===== src/rtl/relay_ripple_adder.sv =====
// Relay-style ripple adder: one sum bit resolves every STAGE_CYCLES clocks, LSB first.
// Result registers and flags update together with the one-cycle done pulse.
module relay_ripple_adder #(
  parameter int WIDTH        = 8,
  parameter int STAGE_CYCLES = 1
) (
  input  logic             clk,
  input  logic             reset,
  input  logic             start,
  input  logic [WIDTH-1:0] b,
  input  logic [WIDTH-1:0] c,
  input  logic             carry_in,
  output logic             busy,
  output logic             done,
  output logic [WIDTH-1:0] sum,
  output logic             carry,
  output logic             zero,
  output logic             sign
);

  localparam int IW = $clog2(WIDTH);
  localparam int CW = (STAGE_CYCLES > 1) ? $clog2(STAGE_CYCLES) : 1;

  typedef enum logic [1:0] {IDLE, RIPPLE, DONE} state_t;

  state_t           state;
  logic [IW-1:0]    bit_idx;
  logic [CW-1:0]    stage_cnt;
  logic [WIDTH-1:0] b_lat;
  logic [WIDTH-1:0] c_lat;
  logic [WIDTH-1:0] part;
  logic             run_carry;

  logic             bit_b;
  logic             bit_c;
  logic             bit_s;
  logic             bit_co;
  logic             last_stage;
  logic             last_bit;
  logic [WIDTH-1:0] part_next;

  always_comb begin
    bit_b      = b_lat[bit_idx];
    bit_c      = c_lat[bit_idx];
    bit_s      = bit_b ^ bit_c ^ run_carry;
    bit_co     = (bit_b & bit_c) | (bit_b & run_carry) | (bit_c & run_carry);
    last_stage = (stage_cnt == CW'(STAGE_CYCLES - 1));
    last_bit   = (bit_idx == IW'(WIDTH - 1));
    part_next          = part;
    part_next[bit_idx] = bit_s;
  end

  always_ff @(posedge clk or posedge reset) begin
    if (reset) begin
      state     <= IDLE;
      busy      <= 1'b0;
      done      <= 1'b0;
      sum       <= '0;
      carry     <= 1'b0;
      zero      <= 1'b1;
      sign      <= 1'b0;
      bit_idx   <= '0;
      stage_cnt <= '0;
      b_lat     <= '0;
      c_lat     <= '0;
      part      <= '0;
      run_carry <= 1'b0;
    end else begin
      done <= 1'b0;
      case (state)
        // DONE accepts a new start exactly like IDLE, giving back-to-back adds
        IDLE, DONE: begin
          if (start) begin
            b_lat     <= b;
            c_lat     <= c;
            run_carry <= carry_in;
            bit_idx   <= '0;
            stage_cnt <= '0;
            part      <= '0;
            busy      <= 1'b1;
            state     <= RIPPLE;
          end else begin
            state <= IDLE;
          end
        end
        RIPPLE: begin
          if (last_stage) begin
            stage_cnt <= '0;
            part      <= part_next;
            run_carry <= bit_co;
            if (last_bit) begin
              state <= DONE;
              busy  <= 1'b0;
              done  <= 1'b1;
              sum   <= part_next;
              carry <= bit_co;
              zero  <= (part_next == '0);
              sign  <= part_next[WIDTH-1];
            end else begin
              bit_idx <= bit_idx + IW'(1);
            end
          end else begin
            stage_cnt <= stage_cnt + CW'(1);
          end
        end
        default: state <= IDLE;
      endcase
    end
  end

endmodule


===== config.mk =====
export PLATFORM = sky130hd
export DESIGN_NAME = relay_ripple_adder
export DESIGN_NICKNAME = d
export VERILOG_FILES = /design/src/rtl/relay_ripple_adder.sv
export SDC_FILE = /design/constraint.sdc
export NUM_CORES = 1
export LEC_CHECK = 0
export ABC_AREA = 1
export ABC_CLOCK_PERIOD_IN_PS = 2500
export CAP_MARGIN = 10
export CELL_PAD_IN_SITES_DETAIL_PLACEMENT = 0
export CELL_PAD_IN_SITES_GLOBAL_PLACEMENT = 1
export CORE_ASPECT_RATIO = 0.75
export CORE_MARGIN = 2
export CORE_UTILIZATION = 39
export DETAILED_ROUTE_END_ITERATION = 8
export PLACE_DENSITY_LB_ADDON = 0.15
export SLEW_MARGIN = 5
export SYNTH_ARGS = -nofsm -noshare
export SYNTH_HDL_FRONTEND = slang
export SYNTH_SLANG_ARGS = --single-unit

===== constraint.sdc =====
create_clock -name clk -period 2.5 [get_ports clk]
set_input_delay 0.5 -clock clk [delete_from_list [all_inputs] [get_ports clk]]
set_output_delay 0.5 -clock clk [all_outputs]
set_load 0.02 [all_outputs]

; Word level (Yosys, flattened, before mapping)
; Index checks and enable logic that the tools add are counted.
[word_totals]
wordCells = 75
output_inout_bits = 13
rom_bits = 0
mem_count = 0
latchBits = 0
ff_bits = 44
ramBits = 0
inputBits = 20
[classes]
mul = 0
n_shift = 0
div_mod_pow = 0
add_sub_neg = 2
mux = 31
bitwise_logic = 8
n_eq_ne = 7
n_reduce_logical = 12
n_lt_le_gt_ge = 2
[ops]
columns = cell, count
row1 = two-way mux 8 bit, 2
row2 = one-hot mux 8 bit (2 select lines), 1
row3 = two-way mux 1 bit, 14
row4 = two-way mux 3 bit, 3
row5 = bitwise mux 8 bit, 1
row6 = logical NOT 8 bit, 1
row7 = "inequality test 2 bit, second input constant", 4
row8 = AND reduction 4 bit, 2
row9 = binary-select mux 1 bit (select 3 bit), 2
row10 = one-hot mux 1 bit (2 select lines), 3
row11 = one-hot mux 3 bit (2 select lines), 1
row12 = AND reduction 2 bit, 3
row13 = AND reduction 3 bit, 2
row14 = "less-than comparator 3 x 4 -> 1 bit, second input constant", 1
row15 = two-way mux 2 bit, 2
row16 = one-hot mux 2 bit (2 select lines), 1
row17 = "adder 3 x 1 -> 3 bit, second input constant", 1
row18 = bitwise AND 1 bit, 3
row19 = demux 1 bit (select 3 bit), 1
row20 = "== test 3 bit, second input constant", 1
row21 = ">= comparator 3 x 1 -> 1 bit, second input constant", 1
row22 = "== test 2 x 1 -> 1 bit, second input constant", 1
row23 = "== test 2 bit, second input constant", 1
row24 = logical NOT 2 bit, 1
row25 = other kinds (7), 9

; Logic depth before layout (Yosys ltp)
[depth]
ltp_word = 7
mapped_depth = 15
mapped_depth_nobuf = 14

; Least setup slack after synthesis
; Ideal clock, no wire load.
[synth_timing]
path_kind = reg2reg
start = register bit_idx[0]
end = register zero
stages_incl_launch_ff = 16
period_less_slack_ps = 2197
arrival_time_ps = 2137
n_path_buf = 2
slack_ps = 303
t_required_ps = 2440
setup_ps = 60
path_cell_list = dfrtp_1 -> buf_6 -> buf_6 -> o21ai_0 -> nand2_1 -> nand2_1 -> nand2_1 -> nand2_1 -> inv_1 -> fa_1 -> nand4_1 -> nand2_1 -> nand2_1 -> nor2_1 -> nand3_1 -> nand2_1
[synth_via]
elab_chain_cells = 6
elab_cells_between_ends = 15
cone_classes = order compare (2) / eq/ne (1) / mux (7) / bitwise (2) / reduce/logical (3)
[synth_lines]
columns = element, line_no
row1 = from (decl), 27  ; logic [IW-1:0] bit_idx;
row2 = from (signal assigned), 100  ; bit_idx <= bit_idx + IW'(1);
row3 = "less-than comparator 3 x 4 -> 1 bit (implied by the code), or another cell as far along", 50  ; part_next[bit_idx] = bit_s;
row4 = "logical AND 1 bit (implied by the code), or another cell as far along", 50
row5 = two-way mux 1 bit (implied by the code) / bitwise XOR 1 bit (equally long branches), "50, 45"
row6 = demux 1 bit (select 3 bit) / bitwise XOR 1 bit (equally long branches), "50, 45"
row7 = bitwise mux 8 bit, 50
row8 = logical NOT 8 bit, 97  ; zero <= (part_next == '0);
row9 = to (signal assigned), 97
row10 = to (decl), 17  ; output logic zero,
; Several ways; a longest one is shown, not always the timed one. The select of a mux whose other input is x is not followed.
; A chain may end at the register's enable or synchronous reset.

; Worst setup path after layout
; Same ends and word-level chain as after synthesis.

==> summary.md <==
| Metric | Value |
|---|---|
| Final setup viols | `0` |
| Core ar. | `4927 sq um` |
| H-tree levels | `2` |
| Switching share of power | `roughly two fifths` |
| Ys Warns | `0` |
| Total grt overflow | `0` |
| Worst-Skew Late Latency | `0.29 ns` |
| Cell Int Power | `just under 2000 uW` |
| Gate power share | `between 50% and 60%` |
| Worst Setup SP | `bit_idx[0]` |
| Mapped cell area | `between 2000 and 2500 sq um` |
| Share of layout cells above drive strength 1 | `11.93%` |
| Initial antenna violation count | `0` |
| First DRT Iteration DRCs | `60` |
| CTS tree | `yes` |
| NumNets Final | `approximately 310` |
| Clock Path Buffers | `2` |
| Top Ports | `33` |
| DRC viols | `0` |
| # rows | `22` |
| Cell taking the most area after synthesis | `dfrtp_1` |
| WL/cell | `roughly 12 um` |
| Final wirelength | `~4200 um` |
| Hold Crit Class | `flip-flop to flip-flop` |
| GRT Util Overall | `17.07%` |
| Final Max Slew Viols | `0` |
| Slew @ Worst Pin | `~0.53 ns` |
| Seq cells post-synth | `42` |
| Final instance area | `between 2000 and 3000 sq um` |
| Die area | `about 5700 sq um` |
| Fillcell total | `approximately 490` |
| Final Hold Viols | `0` |
| Max_cap viols | `0` |
| Reg2reg path depth | `13` |
| Seq pwr share | `roughly 35%` |
| F_max | `between 0.4 and 0.5 GHz` |
| Power density over cell area | `approximately 1300 nW/um^2` |
| Final cell count without fillers | `roughly 350` |
| CTS Hold Bufs | `0` |
| Commonest non-fill, non-tap cell in the layout | `nand2_1` |
| Vias in the first global route | `about 1500` |
| Global-route wire length before repair | `approximately 7500 um` |
| Buffers added on ports | `32` |
| Yosys top cell area share | `51.22%` |
| Reg2reg start | `bit_idx[0]` |
| Cts bufs inserted | `5` |
| Setup Crit Path Kind | `flip-flop to flip-flop` |
| Area delta synth->final | `25.67%` |
| Final Skew | `about 0.010 ns` |
| Startpoint types | `flip-flop` |
| Dpl cells | `approximately 330` |
| Dpl cell area | `between 2000 and 2500 sq um` |
| Drt first pass iters | `4` |
| Unique cell type count in the Yosys netlist | `25` |
| Crit. End Element | `flip-flop` |
| Remaining antenna violation count after routing | `0` |
| Via density per instance | `between 4 and 5` |
| Status | `completed` |
| CTS sink count | `42` |
| CTS clk-pin slew, worst paths | `0.08 ns` |
| Crit-path max FO | `7` |
| Initial Util | `approximately 41%` |
| CP Capture Point | `zero` |
| Synthesized Nets | `about 270` |
| Req. time, crit path | `approximately 2.7 ns` |
| Leak | `between 0.001 and 0.0015 uW` |
| Period utilization | `90.04%` |
| Cell count after synthesis | `242` |
| Worst vdd ir | `slightly above 0.5 mV` |
| Antenna cells | `0` |
| Die width | `approximately 87 um` |
| Dpl hpwl | `~3000 um` |
| Chip Height | `about 66 um` |
| Largest cells by area after synthesis | `dfrtp_1 (51%), nand2_1 (19%), inv_1 (3.6%)` |
| Clk pwr share | `~12%` |
| Placer Congestion | `roughly 0.77` |
| Worst slew margin | `64.39%` |
| Clk root buf | `clkbuf_8` |
| Synth Area per Inst | `around 8.3 sq um` |
| Flop-to-flop setup slack | `about 0.25 ns` |
| Final min period | `around 2.3 ns` |
| Seq/Total Area, Yosys | `between 50% and 60%` |
| Most frequent cells in the layout | `nand2_1 (100), dfrtp_1 (40), clkdlybuf4s50_1 (32)` |
| Psw | `~1400 uW` |
| Largest net degree at the start of global routing | `43` |
| Routed vias | `roughly 1600` |
| Worst r2r dst | `zero` |
| Arrival time at the worst endpoint | `2.49 ns` |
==> worst max-delay path: stages (launching register included) <==
cell and delay, ns:
dfrtp_2 0.48, buf_6 0.15, nand2_1 0.05, a21oi_1 0.13, o21ai_1 0.08, nand2_1 0.12
inv_2 0.05, fa_2 0.60, nand4_1 0.12, nand2_1 0.12, nand2_1 0.07, nor2_1 0.08
nand3_1 0.08, nand2_1 0.06
==> power groups by stage <==
stage | sequential (uW) | combinational (uW) | clock [uW]
floorplan | 1230 | 1140 | 0
global placement | 1200 | 1640 | 0
detailed placement | 1200 | 1640 | 0
CTS | 1190 | 1650 | 436
global route | 1210 | 2070 | 469
finish | 1170 | 1800 | 414
==> cell type report <==
cell class | count | area, sq um | share of cell area (%)
flip-flops and latches | 42 | 1054 | 41.85
multi-input cells | 165 | 775.7 | 30.82
repair buffers | 47 | 436.7 | 17.35
inverters | 23 | 93.84 | 3.728
well taps | 60 | 75.07 | 2.982
clock buffers | 6 | 72.57 | 2.883
clock inverters | 2 | 10.01 | 0.3976
==> per-stage QoR <==
stage	setup WS [ns]	hold WS, ns	setup TNS (ns)	util (%)	total power, uW
floorplan	0.3029	0.4487	0	-	2366
finish	0.2491	0.4786	0	51.09	3386
CTS	0.02483	0.4857	0	50.00	3276
global route	-0.008224	0.5025	-0.008224	51.09	3758
detailed placement	0.04434	0.4638	0	48.32	2842
global placement	0.05134	0.4626	0	48.32	2842
==> metal layers <==
layer	wire, um	vias to the layer above	GRT usage (%)
met5	0	-	0
met4	69	0	5.859
met3	193	7	4.619
met2	1642	37	22.88
met1	2286	727	26.11
li1	-	851	-
==> cells by family (layout without fill, tap and decap cells) <==
logic type | count (synthesis) | in the layout | share of synthesized area [%]
buf+inv | 35 | 78 | 9.307
fa+ha+maj | 4 | 4 | 3.248
compound gates | 35 | 35 | 9.307
flops | 42 | 42 | 52.53
simple gates | 126 | 126 | 25.61
==> state kept, by name, summed over array words and instances, names as in the netlist <==
register and count:
done 1, state 2, b_lat 8, run_carry 1, sum 8, zero 1
bit_idx 3, part 8, c_lat 8, busy 1, carry 1
==> synthesized netlist by cell type <==
cell,instances
a21oi_1,7
o22ai_1,6
o221ai_1,1
nand4_1,4
fa_1,2
buf_12,1
ha_1,2
dfstp_2,1
buf_4,3
clkbuf_1,2
nand3b_1,1
buf_6,2
clkinv_1,1
nand3_1,13
inv_8,1
inv_1,19
nand2_1,102
nor2_4,1
nor2_1,4
inv_2,2
o21ai_0,14
nand2_2,1
o21ai_1,7
dfrtp_1,41
buf_2,4
==> how the worst min path moves through the flow <==
stage | from | to | slack (ns) | depth (start not counted)
global placement | busy | busy | 0.46 | 2
CTS | busy | busy | 0.49 | 2
detailed placement | busy | busy | 0.46 | 2
finish | busy | busy | 0.48 | 2
floorplan | b_lat[5] | b_lat[5] | 0.45 | 2
global route | busy | busy | 0.50 | 2
==> repair_timing <==
action / in CTS / in global routing
setup endpoints to repair: 0 / 14
setup buffers: 0 / 5
gates resized for setup: 0 / 8
Power figures use the tool's default switching activity.
